--- config.mk ---
export PLATFORM = sky130hd
export DESIGN_NAME = i2s_tx_framer
export DESIGN_NICKNAME = d
export VERILOG_FILES = /design/src/rtl/i2s_tx_framer.sv
export SDC_FILE = /design/constraint.sdc
export NUM_CORES = 1
export LEC_CHECK = 0
export CORE_ASPECT_RATIO = 1.5
export CORE_MARGIN = 2
export CORE_UTILIZATION = 37
export DETAILED_ROUTE_END_ITERATION = 10
export PLACE_DENSITY = 0.56
export SETUP_SLACK_MARGIN = 0.4
export SYNTH_ARGS = -nofsm -noshare
export SYNTH_HDL_FRONTEND = slang
export SYNTH_SLANG_ARGS = --single-unit
--- constraint.sdc ---
create_clock -name BCLK -period 6.8 [get_ports BCLK]
set_input_delay 1.36 -clock BCLK [delete_from_list [all_inputs] [get_ports BCLK]]
set_output_delay 1.36 -clock BCLK [all_outputs]
set_load 0.05 [all_outputs]
--- src/rtl/i2s_tx_framer.sv ---
// i2s_tx_framer
//   Stereo I2S / left-justified transmitter for the codec DAC pin. Derives
//   LRCLK from BCLK, buffers one stereo pair behind a VALID/READY handshake and
//   shifts the current frame out MSB-first on AUD_OUT.
//
// Parameters
//   DATA_WIDTH     bits per channel sample (4..32)
//   SLOT_WIDTH     BCLK cycles per channel slot (>= DATA_WIDTH + justify delay)
//   JUSTIFY        0 = I2S (MSB one BCLK after LRCLK edge), 1 = left-justified
//   UNDERRUN_ZERO  1 = send zeros when starved, 0 = repeat the previous frame
//
// Ports
//   BCLK           in   bit clock, all logic on its rising edge
//   RST_N          in   asynchronous active-low reset
//   LEFT_CHANNEL   in   left sample, two's complement
//   RIGHT_CHANNEL  in   right sample, two's complement
//   SAMPLE_VALID   in   LEFT/RIGHT_CHANNEL hold a new stereo pair
//   SAMPLE_READY   out  holding register empty; pair taken on VALID && READY
//   LRCLK          out  0 = left slot, 1 = right slot
//   AUD_OUT        out  serial audio data
//   UNDERRUN       out  one-cycle pulse when a frame starts with no sample
module i2s_tx_framer #(
  parameter int DATA_WIDTH    = 16,
  parameter int SLOT_WIDTH    = 32,
  parameter int JUSTIFY       = 0,
  parameter int UNDERRUN_ZERO = 1
) (
  input  logic                         BCLK,
  input  logic                         RST_N,
  input  logic signed [DATA_WIDTH-1:0] LEFT_CHANNEL,
  input  logic signed [DATA_WIDTH-1:0] RIGHT_CHANNEL,
  input  logic                         SAMPLE_VALID,
  output logic                         SAMPLE_READY,
  output logic                         LRCLK,
  output logic                         AUD_OUT,
  output logic                         UNDERRUN
);

  localparam int JDELAY    = (JUSTIFY == 0) ? 1 : 0;
  localparam int FRAME_LEN = 2 * SLOT_WIDTH;
  localparam int CW        = $clog2(FRAME_LEN);
  localparam logic [CW-1:0] LAST_C = CW'(FRAME_LEN - 1);
  localparam logic [CW-1:0] SLOT_C = CW'(SLOT_WIDTH);
  localparam logic [CW-1:0] DW_C   = CW'(DATA_WIDTH);
  localparam logic [CW-1:0] JD_C   = CW'(JDELAY);

  // cyc is the frame cycle the next rising edge will present on the outputs.
  logic [CW-1:0]                cyc;
  logic                         first_frame;
  logic                         hold_full;
  logic signed [DATA_WIDTH-1:0] hold_l, hold_r;
  logic signed [DATA_WIDTH-1:0] frame_l, frame_r;

  logic                         load_edge, bypass, starve, accept;
  logic                         hold_full_nxt;
  logic signed [DATA_WIDTH-1:0] frame_l_nxt, frame_r_nxt;
  logic                         right_slot, lead_ok, in_range, aud_nxt;
  logic [CW-1:0]                slot_pos, bit_pos;
  logic signed [DATA_WIDTH-1:0] chan;
  logic [DATA_WIDTH-1:0]        shifted;

  // ---- load / handshake decisions for the coming edge ----
  always_comb begin
    load_edge     = (cyc == '0) && !first_frame;
    bypass        = load_edge && !hold_full && SAMPLE_VALID;
    starve        = load_edge && !hold_full && !SAMPLE_VALID;
    accept        = SAMPLE_VALID && !hold_full && !bypass;
    frame_l_nxt   = frame_l;
    frame_r_nxt   = frame_r;
    hold_full_nxt = hold_full;
    if (load_edge) begin
      if (hold_full) begin
        frame_l_nxt   = hold_l;
        frame_r_nxt   = hold_r;
        hold_full_nxt = 1'b0;
      end else if (SAMPLE_VALID) begin
        frame_l_nxt = LEFT_CHANNEL;
        frame_r_nxt = RIGHT_CHANNEL;
      end else if (UNDERRUN_ZERO != 0) begin
        frame_l_nxt = '0;
        frame_r_nxt = '0;
      end
    end
    if (accept) hold_full_nxt = 1'b1;
  end

  // ---- serial bit selection for the coming edge ----
  // Uses the post-load frame value so left-justified mode can put the new
  // MSB out on the very edge that loads it.
  always_comb begin
    right_slot = (cyc >= SLOT_C);
    slot_pos   = right_slot ? (cyc - SLOT_C) : cyc;
    bit_pos    = slot_pos - JD_C;
    lead_ok    = (JDELAY == 0) || (slot_pos != '0);
    in_range   = lead_ok && (bit_pos < DW_C);
    chan       = right_slot ? frame_r_nxt : frame_l_nxt;
    shifted    = chan << bit_pos;
    aud_nxt    = in_range && shifted[DATA_WIDTH-1];
  end

  // ---- registered state and outputs ----
  always_ff @(posedge BCLK or negedge RST_N) begin
    if (!RST_N) begin
      cyc         <= '0;
      first_frame <= 1'b1;
      hold_full   <= 1'b0;
      frame_l     <= '0;
      frame_r     <= '0;
      LRCLK       <= 1'b1;
      AUD_OUT     <= 1'b0;
      UNDERRUN    <= 1'b0;
    end else begin
      cyc         <= (cyc == LAST_C) ? '0 : cyc + CW'(1);
      if (cyc == LAST_C) first_frame <= 1'b0;
      hold_full   <= hold_full_nxt;
      frame_l     <= frame_l_nxt;
      frame_r     <= frame_r_nxt;
      LRCLK       <= right_slot;
      AUD_OUT     <= aud_nxt;
      UNDERRUN    <= starve;
    end
  end

  // Holding data needs no reset: it is only ever read while hold_full is set.
  always_ff @(posedge BCLK) begin
    if (accept) begin
      hold_l <= LEFT_CHANNEL;
      hold_r <= RIGHT_CHANNEL;
    end
  end

  assign SAMPLE_READY = !hold_full;

endmodule

==> results by group <==
Logic synthesis
  – Async SR Flop Fraction: a little under three fifths
  – Post-Syn Nets: roughly 350
  – Post-synthesis sequential area ratio: 56.50%
  – Synth Cell Area: about 3600 sq um
  – Post-Synthesis Cells: just over 300
  – Main synth FF type: dfrtp_1
  – #FFs+latches synth: 75
  – Avg Synthesized Cell Area: around 12 sq um
  – Yosys warning total: 0
  – Netlist cell types: 42
  – Number of synthesized flops with an enable pin: 32

Setup path
  – Required time worst endpoint: 7.07 ns
  – CP Capture Type: flip-flop
  – Worst-path maximum fanout: 32
  – Worst setup SP type: input pin
  – Worst path arrival time: 4.11 ns
  – Worst Setup SP: SAMPLE_VALID
  – Worst r2r src: cyc[0]
  – Crit Path Class: input pin to flip-flop

Clocking
  – Post-cts gate resize count: 0
  – Reg clk slew, reported paths: ~0.060 ns
  – H-tree depth: 3
  – TritonCTS clock tree: built
  – Worst-skew pair later-pin latency: roughly 0.33 ns
  – # clock sinks: 75
  – Post CTS Setup Buffer Count: 0
  – TritonCTS buffer count: 9
  – CTS root buffer: clkbuf_16
  – Clk buf depth: 2
  – Hold_buf cts: 0

Timing
  – Max Slew Vio Count: 0
  – Skew final: a little under 0.006 ns
  – Minimum clock period: about 3.8 ns
  – Worst slew pin tran: between 1 and 1.5 ns
  – Hold Vio Cnt, Final: 0
  – Setup_tns: 0 ns
  – Fmax: approximately 0.26 GHz
  – Relative slew slack: 33.08%
  – Final Cycle Share: 56.34%
  – Unrepaired setup endpoints after global routing: no
  – Final setup fails: 0

Place
  – DP Area: 4024 sq um
  – Port Buffers: 38
  – Detailed Place HPWL: 5104 microns
  – Placed instance count: around 440
  – Routability Congestion: slightly above 0.8

Die
  – Core Footprint: between 9000 and 10000 sq um
  – Row count: 44
  – DIE WIDTH: 84.65 microns
  – I/O pin cnt: 39
  – Die area: approximately 11000 sq um
  – Starting Density: about 38%
  – Die height: 125.0 microns

Route
  – ANT nets after route: 0
  – DR iter-0 viols: 129
  – DRC viols: 0
  – Vias: between 2k and 2.5k
  – TritonRoute pass-1 iters: 4
  – Avg WL per Cell: 16.67 microns
  – Final WL: between 7000 and 8000 microns
  – Via/cell ratio: about 5.3

Global routing
  – Grt met1 use: around 18%
  – GRT overflow: 0
  – Overall routing resource usage: between 15 and 20%
  – Antenna violations before repair: 0
  – M2 GR Usage: a little over a quarter
  – Routing usage on met3: under 10%
  – First-pass GRT wire length: 12700 microns
  – Global route hottest layer: met2
  – Maximum number of pins on one net before global-route repair: 53
  – Number of global-route vias before repair: approximately 2.4k

Final layout
  – # nets final: 377
  – Synth-to-Final Area Change: 19.27%
  – # diodes: 0
  – FF/Latch Area: approximately 2000 sq um
  – Multi-input gate area: ~1300 sq um
  – Leading cell type in the layout, fill and taps excluded: nand2_1
  – Proportion of layout cells with a drive suffix above 1: between 10% and 20%
  – Fillcell total: around 930
  – Fin cells: approximately 460
  – Final Util: around 45%
  – Final Cell Area: approximately 4300 sq um
  – Commonest cells after routing, fill and taps aside: 43 x nand2_1, 41 x dfrtp_1, 37 x clkdlybuf4s50_1, 32 x edfxtp_1, 29 x o21ai_0

Job
  – Total of max-cap violations: 0

Worst hold path
  – Hold Crit Class: flip-flop to flip-flop
  – Hold_sp: frame_r[6]

Power and ir drop
  – Pwr/cell area: roughly 230 nW/um^2
  – Worst vdd ir: around 0.00014 V
  – Post-route total power: ~1 mW
  – Static Leakage: ~1.7 nW

Outcome
  – Status: finished, final reports clean
worst paths after layout:
check	to	slack, ns	cells after the start
min in group asynchronous	frame_l[8]	1.20	1
worst min register to register	frame_r[6]	0.46	2
worst max-delay path	AUD_OUT	2.97	7
worst max register to register	AUD_OUT	3.15	7
max in group asynchronous	frame_r[11]	4.98	1
worst min-delay path	frame_r[6]	0.46	2
metrics by stage:
step | setup WS [ns] | hold WS (ns)
floorplan | 3.812 | 0.4340
global placement | 2.612 | 0.4442
detailed placement | 2.547 | 0.4564
CTS | 2.900 | 0.4687
global route | 2.772 | 0.4892
finish | 2.969 | 0.4622
report_power, final:
group,leakage [nW],switching [mW],internal [mW]
Sequential,0.811,0.00446,0.483
Clock,0.136,0.178,0.266
Combinational,0.775,0.0204,0.0271
registers in the layout, summed over array words and instances (netlist names):
signal	flops
hold_l	16
frame_r	16
frame_l	16
UNDERRUN	1
hold_r	16
cyc	6
LRCLK	1
hold_full	1
AUD_OUT	1
first_frame	1
cells in the mapped netlist, types with 6 or more instances:
master    instances  area, sq um
nand2_1          43        161.4
dfrtp_1          41         1026
edfxtp_1         32        960.9
o21ai_0          29        145.1
inv_1            28        105.1
a22oi_1          25        187.7
nor2_1           14        52.55
mux4_2           13        292.8
clkbuf_1          9        33.78
a21oi_1           7        35.03
a22o_1            7        61.31
buf_2             6        30.03
cell families after synthesis:
kind of cell | after synthesis | synth area share, %
compound gates | 84 | 15.91
flops | 75 | 56.50
simple gates | 74 | 9.428
buf+inv | 51 | 6.655
mux | 16 | 9.012
xor+xnor | 6 | 1.456
fa+ha+maj | 3 | 1.040
critical path, cell delays in order:
cell	delay, ns
clkdlybuf4s50_1	0.53
nor2b_4	0.69
a22oi_1	0.18
mux4_2	0.52
a22o_1	0.20
a2111oi_2	0.40
o311a_1	0.22
layer usage:
metal	part of all wire [%]	wire length (microns)
met5	0	0
met4	2.1	164
met3	2.5	193
met2	53	4065
met1	42	3228
area by class of cell:
cell class | count | area share [%]
Multi-Input combinational cell | 183 | 30.89
Clock buffer | 12 | 5.958
Tap cell | 115 | 3.342
Timing Repair Buffer | 42 | 9.416
Clock inverter | 4 | 0.5812
Sequential cell | 75 | 47.37
Inverter | 28 | 2.441
(Power assumes the default switching activity.)
